==> src/rtl/mem_access_pkg.sv <==
// mem_access_pkg: shared types and constants for the MEM-stage load/store unit.
// Sub-word support in the users of this package is controlled by the SUBWORD_EN macro.
package mem_access_pkg;

  localparam int DATA_W = 32;

  localparam logic [DATA_W-1:0] ZERO_WORD = {DATA_W{1'b0}};

  // Access size as carried on req_size
  typedef enum logic [1:0] {
    SZ_BYTE = 2'b00,
    SZ_HALF = 2'b01,
    SZ_WORD = 2'b10,
    SZ_ILL  = 2'b11
  } size_e;

  // Controller states
  typedef enum logic [2:0] {
    ST_IDLE   = 3'd0,
    ST_LOAD   = 3'd1,
    ST_STORE  = 3'd2,
    ST_RMW_RD = 3'd3,
    ST_RMW_WR = 3'd4,
    ST_ERR    = 3'd5
  } state_e;

  // Size/alignment error: illegal size, odd half, or word not on a 4-byte boundary
  function automatic logic align_err(input logic [1:0] size, input logic [1:0] offset);
    logic bad;
    case (size)
      SZ_BYTE: bad = 1'b0;
      SZ_HALF: bad = offset[0];
      SZ_WORD: bad = (offset != 2'b00);
      default: bad = 1'b1;
    endcase
    return bad;
  endfunction

endpackage

==> src/rtl/mem_access_unit_lane.sv <==
// lane_unit: combinational little-endian lane logic for sub-word accesses.
// Load side extracts and extends a byte/half; store side splices a new lane into
// the old word. Only present when SUBWORD_EN is defined.
`ifdef SUBWORD_EN
module lane_unit
  import mem_access_pkg::*;
(
  input  logic [DATA_W-1:0] i_word,
  input  logic [1:0]        i_size,
  input  logic [1:0]        i_offset,
  input  logic              i_signed,
  input  logic [DATA_W-1:0] i_new_data,
  output logic [DATA_W-1:0] o_load_data,
  output logic [DATA_W-1:0] o_merged
);

  logic [7:0]  w_byte;
  logic [15:0] w_half;

  // Pick the addressed byte lane and half lane out of the read word
  always_comb begin
    w_byte = 8'h00;
    w_half = 16'h0000;
    case (i_offset)
      2'b00:   w_byte = i_word[7:0];
      2'b01:   w_byte = i_word[15:8];
      2'b10:   w_byte = i_word[23:16];
      2'b11:   w_byte = i_word[31:24];
      default: w_byte = 8'h00;
    endcase
    if (i_offset[1]) begin
      w_half = i_word[31:16];
    end else begin
      w_half = i_word[15:0];
    end
  end

  // Zero- or sign-extend the selected lane; words pass through untouched
  always_comb begin
    o_load_data = i_word;
    case (i_size)
      SZ_BYTE: o_load_data = {{24{i_signed & w_byte[7]}}, w_byte};
      SZ_HALF: o_load_data = {{16{i_signed & w_half[15]}}, w_half};
      default: o_load_data = i_word;
    endcase
  end

  // Overwrite only the addressed lane of the old word with the new store data
  always_comb begin
    o_merged = i_word;
    case (i_size)
      SZ_BYTE: begin
        case (i_offset)
          2'b00:   o_merged = {i_word[31:8], i_new_data[7:0]};
          2'b01:   o_merged = {i_word[31:16], i_new_data[7:0], i_word[7:0]};
          2'b10:   o_merged = {i_word[31:24], i_new_data[7:0], i_word[15:0]};
          2'b11:   o_merged = {i_new_data[7:0], i_word[23:0]};
          default: o_merged = i_word;
        endcase
      end
      SZ_HALF: begin
        if (i_offset[1]) begin
          o_merged = {i_new_data[15:0], i_word[15:0]};
        end else begin
          o_merged = {i_word[31:16], i_new_data[15:0]};
        end
      end
      default: o_merged = i_new_data;
    endcase
  end

endmodule
`endif

==> src/rtl/mem_access_unit.sv <==
// mem_access_unit: load/store initiator between the MEM stage and a word-addressed
// data memory. One request at a time over valid/ready, single-cycle response pulse.
// Define SUBWORD_EN to enable byte/half accesses (read-modify-write for sub-word
// stores); without it only aligned word accesses reach memory and byte/half
// requests complete as errors.
module mem_access_unit
  import mem_access_pkg::*;
#(
  parameter int ADDR_W = 10
) (
  input  logic              i_clk,
  input  logic              i_rst,
  input  logic              i_req_valid,
  output logic              o_req_ready,
  input  logic              i_req_write,
  input  logic [1:0]        i_req_size,
  input  logic              i_req_signed,
  input  logic [DATA_W-1:0] i_req_addr,
  input  logic [DATA_W-1:0] i_req_wdata,
  output logic              o_resp_valid,
  output logic [DATA_W-1:0] o_resp_rdata,
  output logic              o_resp_err,
  output logic              o_mem_write_enable,
  output logic [DATA_W-1:0] o_mem_addr,
  output logic [DATA_W-1:0] o_mem_wdata,
  input  logic [DATA_W-1:0] i_mem_rdata
);

  state_e            r_state;
  logic              r_req_ready;
  logic              r_resp_valid;
  logic [DATA_W-1:0] r_resp_rdata;
  logic              r_resp_err;
  logic              r_mem_we;
  logic [DATA_W-1:0] r_mem_addr;
  // Write-data register; for sub-word stores it also acts as the merge register
  logic [DATA_W-1:0] r_mem_wdata;

  logic              w_accept;
  logic              w_range_err;
  logic              w_size_err;
  logic              w_err;
  logic [DATA_W-1:0] w_word_idx;
  logic [DATA_W-1:0] w_load_data;

  assign w_accept    = i_req_valid & r_req_ready;
  assign w_range_err = |i_req_addr[DATA_W-1:ADDR_W+2];
  assign w_word_idx  = {2'b00, i_req_addr[DATA_W-1:2]};
  assign w_err       = w_size_err | w_range_err;

`ifdef SUBWORD_EN
  logic [1:0]        r_req_size;
  logic [1:0]        r_req_off;
  logic              r_req_signed;
  logic [DATA_W-1:0] r_req_wdata;
  logic [DATA_W-1:0] w_merged;

  assign w_size_err = align_err(i_req_size, i_req_addr[1:0]);

  lane_unit u_lane (
    .i_word      (i_mem_rdata),
    .i_size      (r_req_size),
    .i_offset    (r_req_off),
    .i_signed    (r_req_signed),
    .i_new_data  (r_req_wdata),
    .o_load_data (w_load_data),
    .o_merged    (w_merged)
  );
`else
  // Word-only build: anything that is not an aligned word is an error
  logic w_unused_ok;

  assign w_size_err  = (i_req_size != SZ_WORD) | align_err(i_req_size, i_req_addr[1:0]);
  assign w_load_data = i_mem_rdata;
  assign w_unused_ok = i_req_signed;
`endif

  // Request sequencer: accept in IDLE, run the memory access, emit one response
  always_ff @(posedge i_clk) begin
    if (i_rst) begin
      r_state      <= ST_IDLE;
      r_req_ready  <= 1'b1;
      r_resp_valid <= 1'b0;
      r_resp_rdata <= ZERO_WORD;
      r_resp_err   <= 1'b0;
      r_mem_we     <= 1'b0;
      r_mem_addr   <= ZERO_WORD;
      r_mem_wdata  <= ZERO_WORD;
`ifdef SUBWORD_EN
      r_req_size   <= 2'b00;
      r_req_off    <= 2'b00;
      r_req_signed <= 1'b0;
      r_req_wdata  <= ZERO_WORD;
`endif
    end else begin
      r_resp_valid <= 1'b0;
      r_resp_err   <= 1'b0;
      case (r_state)
        ST_IDLE: begin
          if (w_accept) begin
            r_req_ready <= 1'b0;
`ifdef SUBWORD_EN
            r_req_size   <= i_req_size;
            r_req_off    <= i_req_addr[1:0];
            r_req_signed <= i_req_signed;
            r_req_wdata  <= i_req_wdata;
`endif
            if (w_err) begin
              r_state <= ST_ERR;
            end else if (!i_req_write) begin
              r_state    <= ST_LOAD;
              r_mem_addr <= w_word_idx;
            end else if (i_req_size == SZ_WORD) begin
              r_state     <= ST_STORE;
              r_mem_we    <= 1'b1;
              r_mem_addr  <= w_word_idx;
              r_mem_wdata <= i_req_wdata;
            end else begin
`ifdef SUBWORD_EN
              r_state    <= ST_RMW_RD;
              r_mem_addr <= w_word_idx;
`else
              r_state    <= ST_ERR;
`endif
            end
          end
        end
        ST_LOAD: begin
          r_state      <= ST_IDLE;
          r_req_ready  <= 1'b1;
          r_resp_valid <= 1'b1;
          r_resp_rdata <= w_load_data;
          r_mem_addr   <= ZERO_WORD;
        end
        ST_STORE: begin
          r_state      <= ST_IDLE;
          r_req_ready  <= 1'b1;
          r_resp_valid <= 1'b1;
          r_resp_rdata <= ZERO_WORD;
          r_mem_we     <= 1'b0;
          r_mem_addr   <= ZERO_WORD;
        end
`ifdef SUBWORD_EN
        ST_RMW_RD: begin
          // Old word is on i_mem_rdata now; keep the merged word for the write cycle
          r_state     <= ST_RMW_WR;
          r_mem_wdata <= w_merged;
          r_mem_we    <= 1'b1;
        end
        ST_RMW_WR: begin
          r_state      <= ST_IDLE;
          r_req_ready  <= 1'b1;
          r_resp_valid <= 1'b1;
          r_resp_rdata <= ZERO_WORD;
          r_mem_we     <= 1'b0;
          r_mem_addr   <= ZERO_WORD;
        end
`endif
        ST_ERR: begin
          r_state      <= ST_IDLE;
          r_req_ready  <= 1'b1;
          r_resp_valid <= 1'b1;
          r_resp_err   <= 1'b1;
          r_resp_rdata <= ZERO_WORD;
        end
        default: begin
          r_state     <= ST_IDLE;
          r_req_ready <= 1'b1;
          r_mem_we    <= 1'b0;
          r_mem_addr  <= ZERO_WORD;
        end
      endcase
    end
  end

  assign o_req_ready        = r_req_ready;
  assign o_resp_valid       = r_resp_valid;
  assign o_resp_rdata       = r_resp_rdata;
  assign o_resp_err         = r_resp_err;
  // Gate with reset so that a reset edge landing on a write cycle never commits
  assign o_mem_write_enable = r_mem_we & ~i_rst;
  assign o_mem_addr         = r_mem_addr;
  assign o_mem_wdata        = r_mem_wdata;

endmodule

==> config.mk <==
export PLATFORM = sky130hd
export DESIGN_NAME = mem_access_unit
export DESIGN_NICKNAME = d
export VERILOG_FILES = /design/src/rtl/mem_access_pkg.sv /design/src/rtl/mem_access_unit_lane.sv /design/src/rtl/mem_access_unit.sv
export SDC_FILE = /design/constraint.sdc
export NUM_CORES = 1
export LEC_CHECK = 0
export CAP_MARGIN = 20
export CORE_MARGIN = 2
export CORE_UTILIZATION = 38
export CTS_CLUSTER_DIAMETER = 100
export DETAILED_ROUTE_END_ITERATION = 8
export PLACE_DENSITY = 0.83
export SYNTH_ARGS = -nofsm -noshare
export SYNTH_HDL_FRONTEND = slang
export SYNTH_SLANG_ARGS = --single-unit
==> constraint.sdc <==
create_clock -name i_clk -period 3.1 [get_ports i_clk]
set_input_delay 0.62 -clock i_clk [delete_from_list [all_inputs] [get_ports i_clk]]
set_output_delay 0.62 -clock i_clk [all_outputs]
set_load 0.05 [all_outputs]
---- Word level (Yosys, flattened, before mapping) ----
Index checks and enable logic that the tools add are counted.
cells by class
  reduce and logical (&&, ||, !) cells .... 12
  muxes and demuxes ....................... 17
  bitwise gates (word level) .............. 9
  equal/unequal tests ..................... 11
operators by type and width
  cell                                                             count
  32-bit 2-to-1 mux                                                4
  32-bit case mux with 2 select lines                              2
  20-bit OR reduction                                              1
  2-bit != test, second input constant                             5
  5-bit AND reduction                                              2
  3-bit 2-to-1 mux                                                 3
  1-bit 2-to-1 mux                                                 6
  2-bit OR reduction                                               3
  1-bit inverter                                                   5
  4-bit AND reduction                                              1
  2-bit nonzero test                                               2
  3-bit by 1-bit == test with 1-bit output, second input constant  1
  3-bit by 2-bit == test with 1-bit output, second input constant  1
  3-bit == test, second input constant                             1
  3-bit zero test                                                  1
  3-bit != test, second input constant                             1
  1-bit case mux with 3 select lines                               1
  3-bit OR reduction                                               1
  1-bit bitwise AND                                                2
  2-bit by 1-bit == test with 1-bit output, second input constant  1
  2-bit == test, second input constant                             1
  2-bit zero test                                                  1
  1-bit bitwise OR                                                 2
  1-bit case mux with 2 select lines                               1
word-level totals
  input port bits ......................... 103
  word-level logic and storage cells ...... 57
  register bits after elaboration ......... 103

---- Longest topological paths before layout ----
Gate-level depths: netlist (run 1).
  depth in word-level cells ............... 7
  depth in mapped cells ................... 6

---- Worst setup path before layout (run 1) ----
Ideal clock, no wire load.
  path kind ............................... in2out
  start ................................... input i_rst
  end ..................................... output o_mem_write_enable
  data required time ...................... 2,480 ps
  buffers on the path ..................... 2
  data arrival time ....................... 1,686 ps
  cell stages on the path ................. 3
  setup slack ............................. 794 ps
  cells stage by stage .................... clkbuf_1 > clkbuf_1 > nor2b_1
between the ends
  cells in the longest elaborated chain, start to end .. 2
RTL lines
  what               RTL line                RTL
  from (decl)        mem_access_unit.sv:12   input logic i_rst,
  1-bit inverter     mem_access_unit.sv:181  assign o_mem_write_enable = r_mem_we & ~i_rst;
  1-bit bitwise AND  mem_access_unit.sv:181
  to (decl)          mem_access_unit.sv:23   output logic o_mem_write_enable,
No other way between the ends.

---- Final worst setup path (run 1) ----
  start ................................... input i_req_addr[29]
  end ..................................... register r_mem_addr[16], in the netlist o_mem_addr[16]
between the ends
  cells in the longest elaborated chain, start to end .. 4
RTL lines
  what                                  RTL line                RTL
  from (decl)                           mem_access_unit.sv:18   input logic [DATA_W-1:0] i_req_addr,
  20-bit OR reduction                   mem_access_unit.sv:47   assign w_range_err = |i_req_addr[DATA_W-1:ADDR_W+2];
  1-bit bitwise OR                      mem_access_unit.sv:49   assign w_err = w_size_err | w_range_err;
  2-bit != test (no source line)        n/a
  4-bit AND reduction (no source line)  n/a
  to (signal assigned)                  mem_access_unit.sv:112  r_mem_addr <= w_word_idx;
  to (signal assigned)                  mem_access_unit.sv:116  r_mem_addr <= w_word_idx;
  to (decl)                             mem_access_unit.sv:35   logic [DATA_W-1:0] r_mem_addr;
No other way between the ends.
A chain may end at the register's enable or synchronous reset.

==> impl_metrics.env, run 1 <==
export IMPL_crit_chain="clkdlybuf4s50_1, nor4_1, nand4_1, o311a_1, and2_1"
export IMPL_gp_congestion=0.7269
export IMPL_tns_ps=0
export IMPL_die_w_um=101.2
export IMPL_syn_area_mm2=0.003588
export IMPL_skew_ps=10.30
export IMPL_clk_pin_slew_ps=100
export IMPL_coreArea_mm2=0.009196
export IMPL_yosys_warnings=0
export IMPL_drive_gt1_frac=0.05923
export IMPL_numCtsBuffers=9
export IMPL_multiInputGateArea_mm2=0.001384
export IMPL_via_count=3508
export IMPL_synth_edf_count=0
export IMPL_avgSynthCellArea_um2=9.321
export IMPL_startpoint_type="primary input"
export IMPL_cp_top_family="simple AND/OR/NAND/NOR gates"
export IMPL_worst_hold_path_type="reg2reg"
export IMPL_die_area_mm2=0.01024
export IMPL_viasPerCell=5.121
export IMPL_ctsResizeCount=0
export IMPL_grt_overflow=0
export IMPL_worstMarginPinSlew_ps=799.1
export IMPL_cts_setup_buffers=0
export IMPL_cts_tree="built"
export IMPL_post_route_util=0.6329
export IMPL_yosysUniqueCellTypes=35
export IMPL_postRouteWirelength_um=10580
export IMPL_antennaDiodeCount=0
export IMPL_finalHoldViolCount=0
export IMPL_netlist_instances=385
export IMPL_drv_cap=0
export IMPL_fp_dieH_um=101.2
export IMPL_synth_top_area_frac=0.5635
export IMPL_ioPinCount=203
export IMPL_p_leak_uw=0.002035
export IMPL_synth_top_cells_by_area="dfxtp_1 56%, a22oi_1 6.7%, a21oi_1 4.7%"
export IMPL_endpoint_kind="flop"
export IMPL_initial_utilization=0.3902
export IMPL_first_pass_iters=4
export IMPL_detail_route_antenna_nets=0
export IMPL_ys_ff_latch=101
export IMPL_cts_sinks=101
export IMPL_powerDensity_mw_per_mm2=448.9
export IMPL_layout_nets=672
export IMPL_layout_setup_ws_ps=586.7
export IMPL_wire_per_inst_um=15.45
export IMPL_clock_tree_buffer_depth=2
export IMPL_status="complete, no violations"
export IMPL_place_ws_ps=189.7
export IMPL_antenna_found_initial=0
export IMPL_cp_required_ps=3350
export IMPL_grt_use_total=0.2019
export IMPL_clkLatencyLatePin_ps=350
export IMPL_cts_max_level=3
export IMPL_synthFlopType="dfxtp_1"
export IMPL_min_period_over_period=0.8108
export IMPL_hold_buffers=0
export IMPL_whs_ps=468.2
export IMPL_num_rows=35
export IMPL_seq_area_frac_synth=0.5635
export IMPL_critPathSlowestCell="o311a_1"
export IMPL_path_buf_inv=1
export IMPL_fin_crit_ps=2513
export IMPL_crit_arrival_ps=2770
export IMPL_nFillCells=744
export IMPL_fmaxAchievable_mhz=397.9
export IMPL_grt_pass1_wl_um=16560
export IMPL_maxSlewHeadroom=0.4672
export IMPL_setup_viol=0
export IMPL_r2r_slack_ps=930
export IMPL_root_buffer="clkbuf_8"
export IMPL_ir_drop_v=0.0004155
export IMPL_drc_errors=0
export IMPL_rsz0062_at_grt="no"
export IMPL_syn2layout_area_growth_pct=62.20
export IMPL_slowest_delay_ps=610
export IMPL_seq_area_mm2=0.002022
export IMPL_dp_hpwl_um=7542
export IMPL_path_class="in2reg"
export IMPL_initialDrtViolationCount=135
export IMPL_port_buffers=199
export IMPL_grt_max_degree=80
export IMPL_finalPower_uw=2613
export IMPL_synth_area_leader_cell="dfxtp_1"
export IMPL_crit_fanout=20
export IMPL_drv_slew=0
export IMPL_synth_async_sr_flop_share=0
export IMPL_grt_pass1_vias=3550
## routing by layer
metal  part of all wire  global-route usage  up-vias
li1                   -                   -     1712
met1               0.40              0.2317     1621
met2               0.49              0.3525      160
met3              0.098             0.06763       15
met4              0.017             0.06861        0
met5                  0                   0        -
## layout by cell type, fill, tap and decap left out
master and n:
nor4_4 1, a22oi_1 32, and3_1 1, nand2b_1 2
or4_4 3, o31ai_2 1, mux2i_2 1, inv_1 12
clkinv_4 3, or3_1 1, dfxtp_1 101, buf_4 7
nand3_1 32, or4b_4 2, nand4_1 1, clkbuf_8 9
o21ai_1 5, inv_8 3, clkinvlp_4 1, nor3b_2 1
o311a_1 1, o32ai_1 10, buf_2 1, o21ai_0 29
nor4_1 3, nor2b_1 1, nor2_1 37, nand3b_1 2
and4_1 1, conb_1 2, or4_1 1, and2_1 21
nor3_1 1, nand2_1 12, a21oi_1 34, clkdlybuf4s50_1 198
or2_4 1
## per-stage QoR
step                cell area, um^2  instances
global route                   5821        685
global placement               5629        669
finish                         5821        685
detailed placement             5629        669
floorplan                      3592        386
CTS                            5821        685
## power breakdown
part	internal, uW	switching, uW	leakage, uW
clock network	314	490	0.0000954
registers	1330	21.6	0.000816
logic	213	244	0.00112
## path summary, 6_finish.rpt
kind	depth (start not counted)	endpoint	startpoint
max	5	o_mem_addr[16]$_SDFFE_PP0P_	i_req_addr[29]
max reg2reg	4	o_mem_wdata[7]$_SDFFE_PP0P_	r_state[2]$_SDFFE_PP0P_
min	1	o_mem_addr[13]$_SDFFE_PP0P_	o_mem_addr[13]$_SDFFE_PP0P_
min reg2reg	1	o_mem_addr[13]$_SDFFE_PP0P_	o_mem_addr[13]$_SDFFE_PP0P_
## cell type report
type,instances,share of cell area
Inverter,12,0.007739
Timing Repair Buffer,206,0.3504
Clock buffer,9,0.02128
Clock inverter,7,0.01161
Tap cell,111,0.02386
Sequential cell,101,0.3474
Multi-Input combinational cell,239,0.2377
## logic make-up (layout without fill, tap and decap cells)
family	after synthesis	after routing	synth area share
compound gates	112	112	0.1925
buf+inv	46	234	0.05439
flops	101	101	0.5635
mux	1	1	0.002790
other cells	1	2	0.001045
simple gates	124	124	0.1858
## flip-flops by register name, indices dropped and copies added, names as in the netlist
name / count
r_mem_we: 1
o_req_ready: 1
o_mem_addr: 30
o_resp_rdata: 32
r_state: 3
o_resp_err: 1
o_resp_valid: 1
o_mem_wdata: 32
## synth_stat cells, types with 3 or more instances
cell	number
o21ai_0	29
nor2_1	37
buf_2	4
nand2_1	12
a22oi_1	32
o32ai_1	10
inv_1	12
o21ai_1	5
clkbuf_1	25
or4_4	3
a21oi_1	34
nand3_1	32
nor4_1	3
and2_1	21
dfxtp_1	101
Power figures use the tool's default switching activity.
==> run 2, diff against run 1 <==
--- a/config.mk
+++ b/config.mk
@@ -7,10 +7,10 @@
 export LEC_CHECK = 0
 export CAP_MARGIN = 20
 export CORE_MARGIN = 2
-export CORE_UTILIZATION = 38
+export CORE_UTILIZATION = 34
 export CTS_CLUSTER_DIAMETER = 100
 export DETAILED_ROUTE_END_ITERATION = 8
-export PLACE_DENSITY = 0.83
+export PLACE_DENSITY = 0.78
 export SYNTH_ARGS = -nofsm -noshare
 export SYNTH_HDL_FRONTEND = slang
 export SYNTH_SLANG_ARGS = --single-unit
==> constraint.sdc (replaced) <==
create_clock -name i_clk -period 2.05 [get_ports i_clk]
set_input_delay 0.41 -clock i_clk [delete_from_list [all_inputs] [get_ports i_clk]]
set_output_delay 0.41 -clock i_clk [all_outputs]
set_load 0.05 [all_outputs]
==> run 2 against run 1 <==
  * Worst setup slack lost 550 ps
  * Clock power grew 68%
  * Critical endpoint is now o_mem_addr[7]$_SDFFE_PP0P_
  * Clock skew grew 5.7 ps
  * Critical path type unchanged
  * Routed wire length grew 10%
  * Sequential share of layout area shrank 2.2 points
  * Count of clock-buffer cells in the layout is the same
  * Worst hold slack lost 200 ps
  * Global-route usage shrank 0.65 points
  * Die area grew 11%
  * Total power grew 58%
  * Non-clock buffer count grew 16
  * Cell area grew 6.7%
==> impl_metrics.env, run 2 (synthesized netlist as in run 1, its figures left out) <==
export IMPL_numCtsBuffers=9
export IMPL_postRouteWirelength_um=11640
export IMPL_via_count=3650
export IMPL_detail_route_antenna_nets=0
export IMPL_rsz0062_at_grt="no"
export IMPL_dp_hpwl_um=7750
export IMPL_first_pass_iters=4
export IMPL_drive_gt1_frac=0.1263
export IMPL_final_common_cell="clkdlybuf4s50_1"
export IMPL_grt_use_total=0.1954
export IMPL_layout_nets=692
export IMPL_setup_viol=0
export IMPL_cts_sinks=101
export IMPL_cp_required_ps=2320
export IMPL_initial_utilization=0.3492
export IMPL_path_class="in2reg"
export IMPL_die_area_mm2=0.01139
export IMPL_num_rows=37
export IMPL_post_route_util=0.6046
export IMPL_ir_drop_v=0.0004990
export IMPL_layout_setup_ws_ps=34.95
export IMPL_worst_hold_path_type="in2reg"
export IMPL_initialDrtViolationCount=185
export IMPL_fmaxAchievable_mhz=496.3
export IMPL_finalPower_uw=4134
export IMPL_coreArea_mm2=0.01028
export IMPL_die_w_um=106.7
export IMPL_critPathSlowestCell="or4_4"
export IMPL_skew_ps=16.00
export IMPL_crit_fanout=5
export IMPL_crit_arrival_ps=2280
export IMPL_grt_pass1_vias=3618
export IMPL_wire_per_inst_um=15.90
export IMPL_final_cell_mix="184 x clkdlybuf4s50_1, 101 x dfxtp_1, 37 x nor2_1, 34 x a21oi_1"
export IMPL_clkLatencyLatePin_ps=360
export IMPL_finalHoldViolCount=0
export IMPL_slowest_delay_ps=570
export IMPL_powerDensity_mw_per_mm2=665.4
export IMPL_hold_buffers=0
export IMPL_place_ws_ps=-571.7
export IMPL_antenna_found_initial=2
export IMPL_drv_cap=0
export IMPL_syn2layout_area_growth_pct=73.15
export IMPL_clk_pin_slew_ps=100
export IMPL_status="complete, no violations"
export IMPL_clock_tree_buffer_depth=2
export IMPL_fin_crit_ps=2015
export IMPL_crit_chain="clkdlybuf4s50_1, nor4_2, buf_4, nand4_1, buf_6, or4_4, o32ai_1"
export IMPL_drc_errors=0
export IMPL_drv_slew=0
export IMPL_viasPerCell=4.986
export IMPL_worstMarginPinSlew_ps=543.5
export IMPL_ioPinCount=203
export IMPL_p_leak_uw=0.002230
export IMPL_grt_pass1_wl_um=17770
export IMPL_min_period_over_period=0.9830
export IMPL_fp_dieH_um=106.7
export IMPL_cts_tree="built"
export IMPL_gp_congestion=0.7430
export IMPL_port_buffers=199
export IMPL_startpoint_type="primary input"
export IMPL_endpoint_kind="flop"
export IMPL_grt_overflow=0
export IMPL_cts_max_level=3
export IMPL_grt_max_degree=53
export IMPL_maxSlewHeadroom=0.6376
export IMPL_root_buffer="clkbuf_8"
run 2: cell types whose count changed in the layout (fill, tap and decap cells not counted), moves of 6 or more:
cell	change
o21ai_0	-16
clkdlybuf4s50_1	-14
buf_4	+12
o21ai_1	+10
o32ai_1	-8
o32ai_2	+8
dlygate4sd2_1	+7
o21ai_2	+6
run 2: per-layer routing:
layer	routed length (um)	GRT usage	share of wire	vias to the layer above
li1	-	-	-	1779
met1	4814	0.2397	0.41	1687
met2	5621	0.3239	0.48	169
met3	1029	0.05836	0.088	15
met4	171	0.07236	0.015	0
met5	0	0	0	-
run 2: metrics by stage:
stage               setup TNS, ps  instance area (um^2)  std cells  hold slack (ps)
floorplan                       0                  3592        386            455.7
global placement           -29330                  5798        708            443.9
detailed placement         -31400                  5798        708            442.7
CTS                        -126.9                  6121        729            475.1
global route                    0                  6213        732            295.1
finish                          0                  6213        732            271.1
run 2: worst max-delay path: cells and delay by family:
| family | cells | cell delay (ps) |
|---|---|---|
| and+or+nand+nor | 3 | 1000 |
| buffers and inverters | 3 | 740 |
| AOI/OAI and AO/OA | 1 | 140 |
run 2: repair_timing:
action	CTS	global route
setup endpoints to repair	62	43
resized for setup	31	27
cloned	4	1
pin swaps	11	12
setup buffers	1	0
hold endpoints to repair	0	0
run 2: path summary, 6_finish.rpt:
kind / from / end / slack (ps) / cells past startpoint
hold reg to reg: o_mem_addr[13]$_SDFFE_PP0P_ / o_mem_addr[13]$_SDFFE_PP0P_ / 470 / 1
setup / recovery: i_req_addr[19] / o_mem_addr[7]$_SDFFE_PP0P_ / 30 / 7
setup reg to reg: r_state[2]$_SDFFE_PP0P_ / o_mem_wdata[21]$_SDFFE_PP0P_ / 120 / 4
hold / removal: i_req_write / r_state[0]$_SDFFE_PP0P_ / 270 / 2
run 2: area by class of cell:
class | count | area [um^2]
clock inverter | 7 | 87.58
tap | 136 | 170.2
inverter | 12 | 45.04
clock buffer | 9 | 123.9
antenna | 2 | 5.005
fill | 897 | 4064
sequential | 101 | 2022
multi-input combinational | 243 | 1553
timing repair buffer | 222 | 2207
run 2: power by group:
group	leakage, uW	switching (uW)	total [uW]	internal [uW]
clock network	0.000108	754	1350	596
logic	0.00131	404	747	343
registers	0.000816	26.0	2040	2010
total	0.00223	1180	4130	2950
==> run 3, diff against run 2 <==
==> constraint.sdc (replaced) <==
create_clock -name i_clk -period 2.05 [get_ports i_clk]
set_input_delay 0.3075 -clock i_clk [delete_from_list [all_inputs] [get_ports i_clk]]
set_output_delay 0.3075 -clock i_clk [all_outputs]
set_load 0.05 [all_outputs]
==> run 3 against run 2 <==
  * Non-clock buffer count decreased by 2
  * Clock skew decreased by 7.2 ps
  * Register-to-register slack got worse by 30 ps
  * Global-route usage decreased by 0.80 points
  * First-iteration DRC count decreased by 8.1%
  * Cell count decreased by 0.68%
  * Largest cell class unchanged
  * Largest power group unchanged
  * Highest routed layer unchanged
==> impl_metrics.env, run 3 (synthesized netlist as in run 1, its figures left out) <==
export IMPL_endpoint_kind="flop"
export IMPL_finalPower_uw=3972
export IMPL_wire_per_inst_um=15.24
export IMPL_drv_slew=0
export IMPL_tns_ps=0
export IMPL_crit_fanout=16
export IMPL_grt_pass1_vias=3586
export IMPL_coreArea_mm2=0.01028
export IMPL_whs_ps=421.5
export IMPL_grt_overflow=0
export IMPL_final_common_cell="clkdlybuf4s50_1"
export IMPL_cts_max_level=3
export IMPL_syn2layout_area_growth_pct=68.38
export IMPL_worstMarginPinSlew_ps=559.3
export IMPL_via_count=3612
export IMPL_post_route_util=0.5879
export IMPL_cp_required_ps=2270
export IMPL_setup_viol=0
export IMPL_fp_dieH_um=106.7
export IMPL_maxSlewHeadroom=0.6272
export IMPL_initial_utilization=0.3492
export IMPL_gp_congestion=0.7466
export IMPL_num_rows=37
export IMPL_crit_arrival_ps=2260
export IMPL_hold_depth=4
export IMPL_port_buffers=199
export IMPL_die_w_um=106.7
export IMPL_drive_gt1_frac=0.09153
export IMPL_dpl_cell_area_mm2=0.005801
export IMPL_status="complete, no violations"
export IMPL_r2r_cells=4
export IMPL_hold_start="i_rst"
export IMPL_first_pass_iters=5
export IMPL_fmaxAchievable_mhz=489.3
export IMPL_grt_use_total=0.1873
export IMPL_root_buffer="clkbuf_8"
export IMPL_cts_tree="built"
export IMPL_clkLatencyLatePin_ps=360
export IMPL_path_class="in2reg"
export IMPL_grt_max_degree=55
export IMPL_min_period_over_period=0.9970
export IMPL_ioPinCount=203
export IMPL_grt_pass1_wl_um=17330
export IMPL_layout_nets=688
export IMPL_power_switching_uw=1149
export IMPL_skew_ps=8.848
export IMPL_fin_crit_ps=2044
export IMPL_r2r_start="r_state[2]$_SDFFE_PP0P_"
export IMPL_p_int_uw=2823
export IMPL_timing_critical_path_to="o_mem_wdata[19]$_SDFFE_PP0P_"
export IMPL_startpoint_type="primary input"
export IMPL_detail_route_antenna_nets=0
export IMPL_die_area_mm2=0.01139
export IMPL_drv_cap=0
export IMPL_final_cell_mix="197 x clkdlybuf4s50_1, 101 x dfxtp_1, 37 x nor2_1, 34 x a21oi_1"
export IMPL_comb_power_share=0.182
export IMPL_clock_tree_buffer_depth=2
export IMPL_r2r_end="o_mem_wdata[19]$_SDFFE_PP0P_"
export IMPL_p_leak_uw=0.002128
export IMPL_p_seq_frac=0.513
export IMPL_cp_startpoint="i_req_addr[17]"
export IMPL_finalHoldViolCount=0
export IMPL_drc_errors=0
export IMPL_rsz0062_at_grt="yes"
export IMPL_numCtsBuffers=9
export IMPL_switching_share=0.2893
export IMPL_dp_hpwl_um=7669
export IMPL_worst_hold_path_type="in2reg"
export IMPL_antenna_found_initial=1
export IMPL_initialDrtViolationCount=170
export IMPL_ir_drop_v=0.0004743
export IMPL_powerDensity_mw_per_mm2=657.4
export IMPL_postRouteWirelength_um=11080
export IMPL_fin_area_mm2=0.006042
export IMPL_cts_sinks=101
export IMPL_p_clk_frac=0.305
export IMPL_viasPerCell=4.968
export IMPL_r2r_slack_ps=90
export IMPL_clk_pin_slew_ps=100
run 3: critical path, stage by stage:
cell,delay (ps)
clkdlybuf4s50_1,400
or4_4,580
or4_4,670
o21ai_0,220
a21oi_1,80
run 3: power groups by stage:
| stage | sequential (uW) | combinational (uW) | clock [uW] |
|---|---|---|---|
| finish | 2040 | 722 | 1210 |
| global route | 2050 | 770 | 1330 |
| CTS | 2040 | 718 | 1260 |
| detailed placement | 2080 | 711 | 0 |
| global placement | 2080 | 704 | 0 |
| floorplan | 2250 | 195 | 0 |
run 3: repair_timing:
item / CTS / global route
pin swaps: 1 / 0
cloned: 1 / 1
endpoints found under the setup margin: 46 / 53
gates resized for setup: 3 / 12
setup buffers: 0 / 0
hold buffers: 0 / 0
run 3: routing by layer:
layer  track usage  part of all wire  wire length, um
met3       0.05593             0.086              949
met2        0.3080              0.47             5253
met4       0.05751             0.015              171
met5             0                 0                0
met1        0.2370              0.42             4707
run 3: worst min path at each step:
stage	endpoint	slack, ps
floorplan	r_state[0]$_SDFFE_PP0P_	400
global placement	o_mem_addr[25]$_SDFFE_PP0P_	440
detailed placement	o_mem_addr[28]$_SDFFE_PP0P_	440
CTS	o_mem_addr[8]$_SDFFE_PP0P_	390
global route	o_mem_addr[6]$_SDFFE_PP0P_	440
finish	o_mem_addr[2]$_SDFFE_PP0P_	420
run 3: per-stage QoR:
stage	worst slack, ps	cells
2_1_floorplan	52.94	386
3_3_place_gp	-392.2	708
3_5_place_dp	-499.0	708
4_1_cts	7.590	725
5_1_grt	-58.51	727
6_report	6.180	727
run 3: area by class of cell:
cell class	count	area [um^2]
inverters	12	45.04
fillers	891	4235
clock inverters	7	67.56
clock buffers	9	123.9
repair buffers	220	2180
diodes	1	2.502
multi-input cells	241	1431
well taps	136	170.2
flip-flops and latches	101	2022
